**src/rtl/pipe_pkg.sv**
```systemverilog
// pipe_pkg: shared control-bit indices, default widths and payload type for pipeline stage registers
package pipe_pkg;
   localparam int CTRL_WREG  = 0;
   localparam int CTRL_M2REG = 1;
   localparam int CTRL_WMEM  = 2;
   localparam int DW_DEF     = 32;
   localparam int RW_DEF     = 5;
   localparam int CW_DEF     = 3;
   localparam int SCW_DEF    = 16;
   typedef struct packed {
      logic [CW_DEF-1:0] ctrl;
      logic [DW_DEF-1:0] alu;
      logic [DW_DEF-1:0] b;
      logic [RW_DEF-1:0] rn;
   } pipe_payload_t;
endpackage

```
**src/rtl/pipe_stage_reg_slot.sv**
```systemverilog
// pipe_slot: one payload entry with valid bit; flush drops the entry and its ctrl bits (low CW bits) but keeps data
module pipe_slot #(
   parameter int PW = 8,
   parameter int CW = 3
) (
   input  logic          clk,
   input  logic          clrn,
   input  logic          flush_i,
   input  logic          load_i,
   input  logic          clear_i,
   input  logic [PW-1:0] d_i,
   output logic          valid_o,
   output logic [PW-1:0] q_o
);
   logic          valid_q, valid_d;
   logic [PW-1:0] data_q, data_d;
   always_comb begin
      valid_d = flush_i ? 1'b0 : load_i ? 1'b1 : clear_i ? 1'b0 : valid_q;
      data_d  = flush_i ? {data_q[PW-1:CW], {CW{1'b0}}} : load_i ? d_i : data_q;
   end
   always_ff @(posedge clk) begin
      if (!clrn) begin
         valid_q <= 1'b0;
         data_q  <= '0;
      end else begin
         valid_q <= valid_d;
         data_q  <= data_d;
      end
   end
   assign valid_o = valid_q;
   assign q_o     = data_q;
endmodule

```
**src/rtl/pipe_stage_reg.sv**
```systemverilog
// pipe_stage_reg: elastic pipeline register with flush, bubble gating and stall counter; PIPE_STAGE_SKID_EN adds a skid entry
module pipe_stage_reg
   import pipe_pkg::*;
#(
   parameter int DW  = DW_DEF,
   parameter int RW  = RW_DEF,
   parameter int CW  = CW_DEF,
   parameter int SCW = SCW_DEF
) (
   input  logic           clk,
   input  logic           clrn,
   input  logic           in_valid,
   output logic           in_ready,
   input  logic [CW-1:0]  in_ctrl,
   input  logic [DW-1:0]  in_alu,
   input  logic [DW-1:0]  in_b,
   input  logic [RW-1:0]  in_rn,
   input  logic           flush,
   output logic           out_valid,
   input  logic           out_ready,
   output logic [CW-1:0]  out_ctrl,
   output logic [DW-1:0]  out_alu,
   output logic [DW-1:0]  out_b,
   output logic [RW-1:0]  out_rn,
   output logic [SCW-1:0] stall_cnt
);
   localparam int PW = 2*DW + RW + CW;
   logic [PW-1:0]  in_pl, main_d, main_q;
   logic           main_v, main_ld, in_xfer, out_xfer;
   logic [SCW-1:0] stall_q, stall_d;
   assign in_pl    = {in_alu, in_b, in_rn, in_ctrl};
   assign in_xfer  = in_valid && in_ready;
   assign out_xfer = main_v && out_ready;
`ifdef PIPE_STAGE_SKID_EN
   logic [PW-1:0] skid_q;
   logic          skid_v;
   // skid only fills when main is held; it always drains into main first to keep order
   assign in_ready = !skid_v;
   assign main_ld  = (skid_v && out_xfer) || (in_xfer && (!main_v || out_xfer));
   assign main_d   = skid_v ? skid_q : in_pl;
   pipe_slot #(.PW(PW), .CW(CW)) u_skid (
      .clk(clk), .clrn(clrn), .flush_i(flush),
      .load_i(in_xfer && main_v && !out_xfer), .clear_i(out_xfer),
      .d_i(in_pl), .valid_o(skid_v), .q_o(skid_q)
   );
`else
   assign in_ready = !main_v || out_ready;
   assign main_ld  = in_xfer;
   assign main_d   = in_pl;
`endif
   pipe_slot #(.PW(PW), .CW(CW)) u_main (
      .clk(clk), .clrn(clrn), .flush_i(flush),
      .load_i(main_ld), .clear_i(out_xfer),
      .d_i(main_d), .valid_o(main_v), .q_o(main_q)
   );
   assign out_valid = main_v;
   assign {out_alu, out_b, out_rn} = main_q[PW-1:CW];
   assign out_ctrl  = main_q[CW-1:0] & {CW{main_v}};
   always_comb stall_d = (main_v && !out_ready && stall_q != {SCW{1'b1}}) ? stall_q + 1'b1 : stall_q;
   always_ff @(posedge clk) begin
      if (!clrn) stall_q <= '0;
      else stall_q <= stall_d;
   end
   assign stall_cnt = stall_q;
endmodule

```
**config.mk**
```make
export PLATFORM = sky130hd
export DESIGN_NAME = pipe_stage_reg
export DESIGN_NICKNAME = d
export VERILOG_FILES = /design/src/rtl/pipe_pkg.sv /design/src/rtl/pipe_stage_reg_slot.sv /design/src/rtl/pipe_stage_reg.sv
export SDC_FILE = /design/constraint.sdc
export NUM_CORES = 1
export LEC_CHECK = 0
export BUFFER_PORTS_ARGS = -buffer_cell sky130_fd_sc_hd__buf_2
export CAP_MARGIN = 20
export CORE_AREA = 5 5 95 97
export CTS_CLUSTER_DIAMETER = 80
export DETAILED_ROUTE_END_ITERATION = 10
export DIE_AREA = 0 0 100 102
export GPL_TIMING_DRIVEN = 0
export HOLD_SLACK_MARGIN = 0.06
export PLACE_DENSITY_LB_ADDON = 0.1
export SYNTH_ARGS = -nofsm -noshare
export SYNTH_HDL_FRONTEND = slang
export SYNTH_SLANG_ARGS = --single-unit
export TNS_END_PERCENT = 1
```
**constraint.sdc**
```tcl
create_clock -name clk -period 3.8 [get_ports clk]
set_input_delay 0.57 -clock clk [delete_from_list [all_inputs] [get_ports clk]]
set_output_delay 0.57 -clock clk [all_outputs]
set_load 0.05 [all_outputs]
```
==> summary.md <==
| Metric | Value |
|---|---|
| Post-DP HPWL | `7350 um` |
| Htree depth | `3` |
| Most common cell on crit path | `buf_2` |
| Share of cells above drive strength 1 | `0.402` |
| I/O pin count | `about 170` |
| Worst-skew pair later-pin latency | `0.35 ns` |
| Vias | `between 3,000 and 4,000` |
| Crit path launch type | `flip-flop` |
| Vias per cell | `4.74` |
| Hold Crit Class | `in2reg` |
| CTS Hold Buffers Added | `0` |
| Worst Path Max Fanout | `10` |
| Die ar. | `0.0102 sq mm` |
| Sequential area share after synthesis | `0.452` |
| Placed instance area | `0.00490 sq mm` |
| DR WL/cell | `12.3 um` |
| Post-synth EDFFs | `0` |
| Area contributors post-synth | `dfxtp_1 45%, nand2_1 15%, buf_4 13%, a21oi_1 10%, clkbuf_1 1.7%` |
| Fin crit share | `0.571` |
| Top_reg_cell synth | `dfxtp_1` |
| Detail Route Antenna Nets | `0` |
| Crit Path Category | `reg2out` |
| Total grt overflow | `0` |
| Ant diodes | `0` |
| Rows | `33` |
| Largest net degree at the start of global routing | `16` |
| Setup crit end kind | `output pin` |
| CP required | `3.23 ns` |
| First-pass GRT wire length | `15,300 um` |
| Largest area contributor in the synthesized netlist | `dfxtp_1` |
| Final Hold Vio Count | `0` |
| Slew HR | `0.674` |
| Area fraction of the dominant cell type after synthesis | `0.452` |
| Setup Skew | `about 0.0063 ns` |
| Static leakage | `0.00245 uW` |
| Core area | `0.00805 sq mm` |
| Mapped Area | `0.00394 sq mm` |
| PostCTS Resize Cnt | `0` |
| Post-Layout Inst Area | `0.00511 sq mm` |
| Vias in the first global route | `3,391` |
| Number of DRC markers in iteration 0 | `91` |
| CTS tree | `yes` |
| Max-Cap Viols | `0` |
| Initial Utilization | `0.490` |
| Final wirelength | `9540 um` |
| # DRC | `0` |
| Max stage delay cell, worst path | `dfxtp_1` |
| Sink Count | `89` |
| CTS max path bufs | `2` |
| Max stage delay on crit path | `between 0.3 and 0.4 ns` |
| Final Util | `0.634` |
| Fmax | `460 MHz` |
| Initial antenna violation count | `0` |
| Root buffer cell | `clkbuf_8` |
| Power density over cell area | `a little under 400 mW/mm^2` |
| Post-Synthesis Cells | `489` |
| Num CTS Buffers | `9` |
| Routability cong. | `~0.78` |
| Register bit count reported by yosys | `89` |
| # nets final | `between 700 and 800` |
| Total negative slack | `0 ns` |
| CP cell instances | `nor2b_4, buf_6, inv_1, buf_2, buf_2` |
| Crit path DAT | `1.60 ns` |
| Final Critical Period | `roughly 2.2 ns` |
| Die Wd | `100 um` |
| Port-buffer cells | `between 150 and 200` |
| Drt first pass iters | `4` |
| Slew Limit Fails | `0` |
| Total track usage | `0.184` |
| Worst vdd ir | `0.000215 V` |
| Post-Syn Nets | `567` |
| Post-CTS Setup Bufs | `0` |
| Status | `finished, final reports clean` |
| Fraction of registers with async set/reset | `0` |
| RSZ-0062 raised after global routing | `no` |
| Worst slew pin tran | `0.489 ns` |
| Ys Warns | `0` |
| Average size of a mapped cell | `8.06 sq um` |
| Synthesis-to-layout area growth | `29.6%` |
| Die Y | `about 100 um` |
| # setup viols final | `0` |
| Clk pin slew, worst setup/hold paths | `0.09 ns` |
| Synth unique cells | `36` |
-- logic make-up after synthesis --
| family | synth area share |
|---|---|
| compound gates | 0.128 |
| fa+ha+maj | 0.00317 |
| buf+inv | 0.167 |
| flops | 0.452 |
| mux | 0.0152 |
| simple gates | 0.234 |
-- metal layers --
metal | vias to the layer above | share of wire | wire length [um] | global-route usage
met5 | - | 0 | 0 | 0
met4 | 0 | 0.016 | 150 | 0.0601
met3 | 13 | 0.081 | 773 | 0.0457
met2 | 126 | 0.47 | 4520 | 0.307
met1 | 1645 | 0.43 | 4100 | 0.234
li1 | 1896 | - | - | -
-- per-stage QoR --
step	hold slack (ns)	setup slack, ns	instances	total power (uW)
final	0.449	1.63	776	1990
after CTS	0.428	1.61	776	2010
after global routing	0.432	1.52	776	2080
after floorplan	0.432	1.74	489	1260
after global placement	0.438	1.72	760	1350
after detailed placement	0.447	1.67	760	1360
-- power breakdown --
group | internal [uW] | switching, uW | total, uW
logic | 121 | 225 | 346
registers | 968 | 18.3 | 986
clock network | 324 | 333 | 657
-- worst max-delay path: cells and delay by family (launching register included) --
family	cells	cell delay, ns
buffers and inverters	4	0.77
flip-flops	1	0.35
AND/OR/NAND/NOR	1	0.14
-- cells in the mapped netlist, types with 3 or more instances --
library cell / n
nor4_1: 6
o31ai_1: 4
mux2i_1: 6
nand3_1: 10
nand2_1: 154
a21oi_1: 81
buf_2: 6
dfxtp_1: 89
nand2b_1: 5
or4_1: 4
clkbuf_1: 18
or3_1: 3
nand4_1: 3
o21ai_0: 3
and2_1: 3
buf_4: 70
-- worst paths after layout --
check | startpoint | to | slack (ns) | cells after the start
setup / recovery | u_main.valid_o | in_ready | 1.63 | 5
hold / removal | in_b[15] | u_main.q_o[23] | 0.45 | 3
setup reg to reg | stall_cnt[1] | stall_cnt[2] | 1.87 | 5
hold reg to reg | u_main.q_o[29] | u_main.q_o[29] | 0.46 | 2
-- area by class of cell --
class / count / area, sq um
clock buffers: 10 / 138
plain buffers: 96 / 648
well taps: 105 / 131
inverters: 3 / 11.3
multi-input cells: 301 / 1500
clock inverters: 6 / 65.1
repair buffers: 166 / 831
flip-flops and latches: 89 / 1780
fillers: 738 / 2950
-- registers in the layout, indices dropped and copies added (netlist names) --
register and count:
stall_cnt 16, u_main.valid_o 1, u_main.q_o 72
-- placed cells by master (no fill, tap or decap), drive strengths merged --
cell type / instances
o31a: 2
clkinvlp: 1
and2: 3
mux2i: 6
and4: 2
buf: 243
nor2: 2
a311oi: 1
nand4: 5
nor2b: 1
o21a: 2
dfxtp: 89
o21ai: 3
clkinv: 3
bufinv: 1
nand2: 154
inv: 4
nor4: 7
a21oi: 81
or3: 4
o31ai: 4
clkbuf: 29
ha: 1
o211ai: 1
nor3: 2
nand2b: 5
nand3: 11
or4: 4
Power figures use the tool's default switching activity.
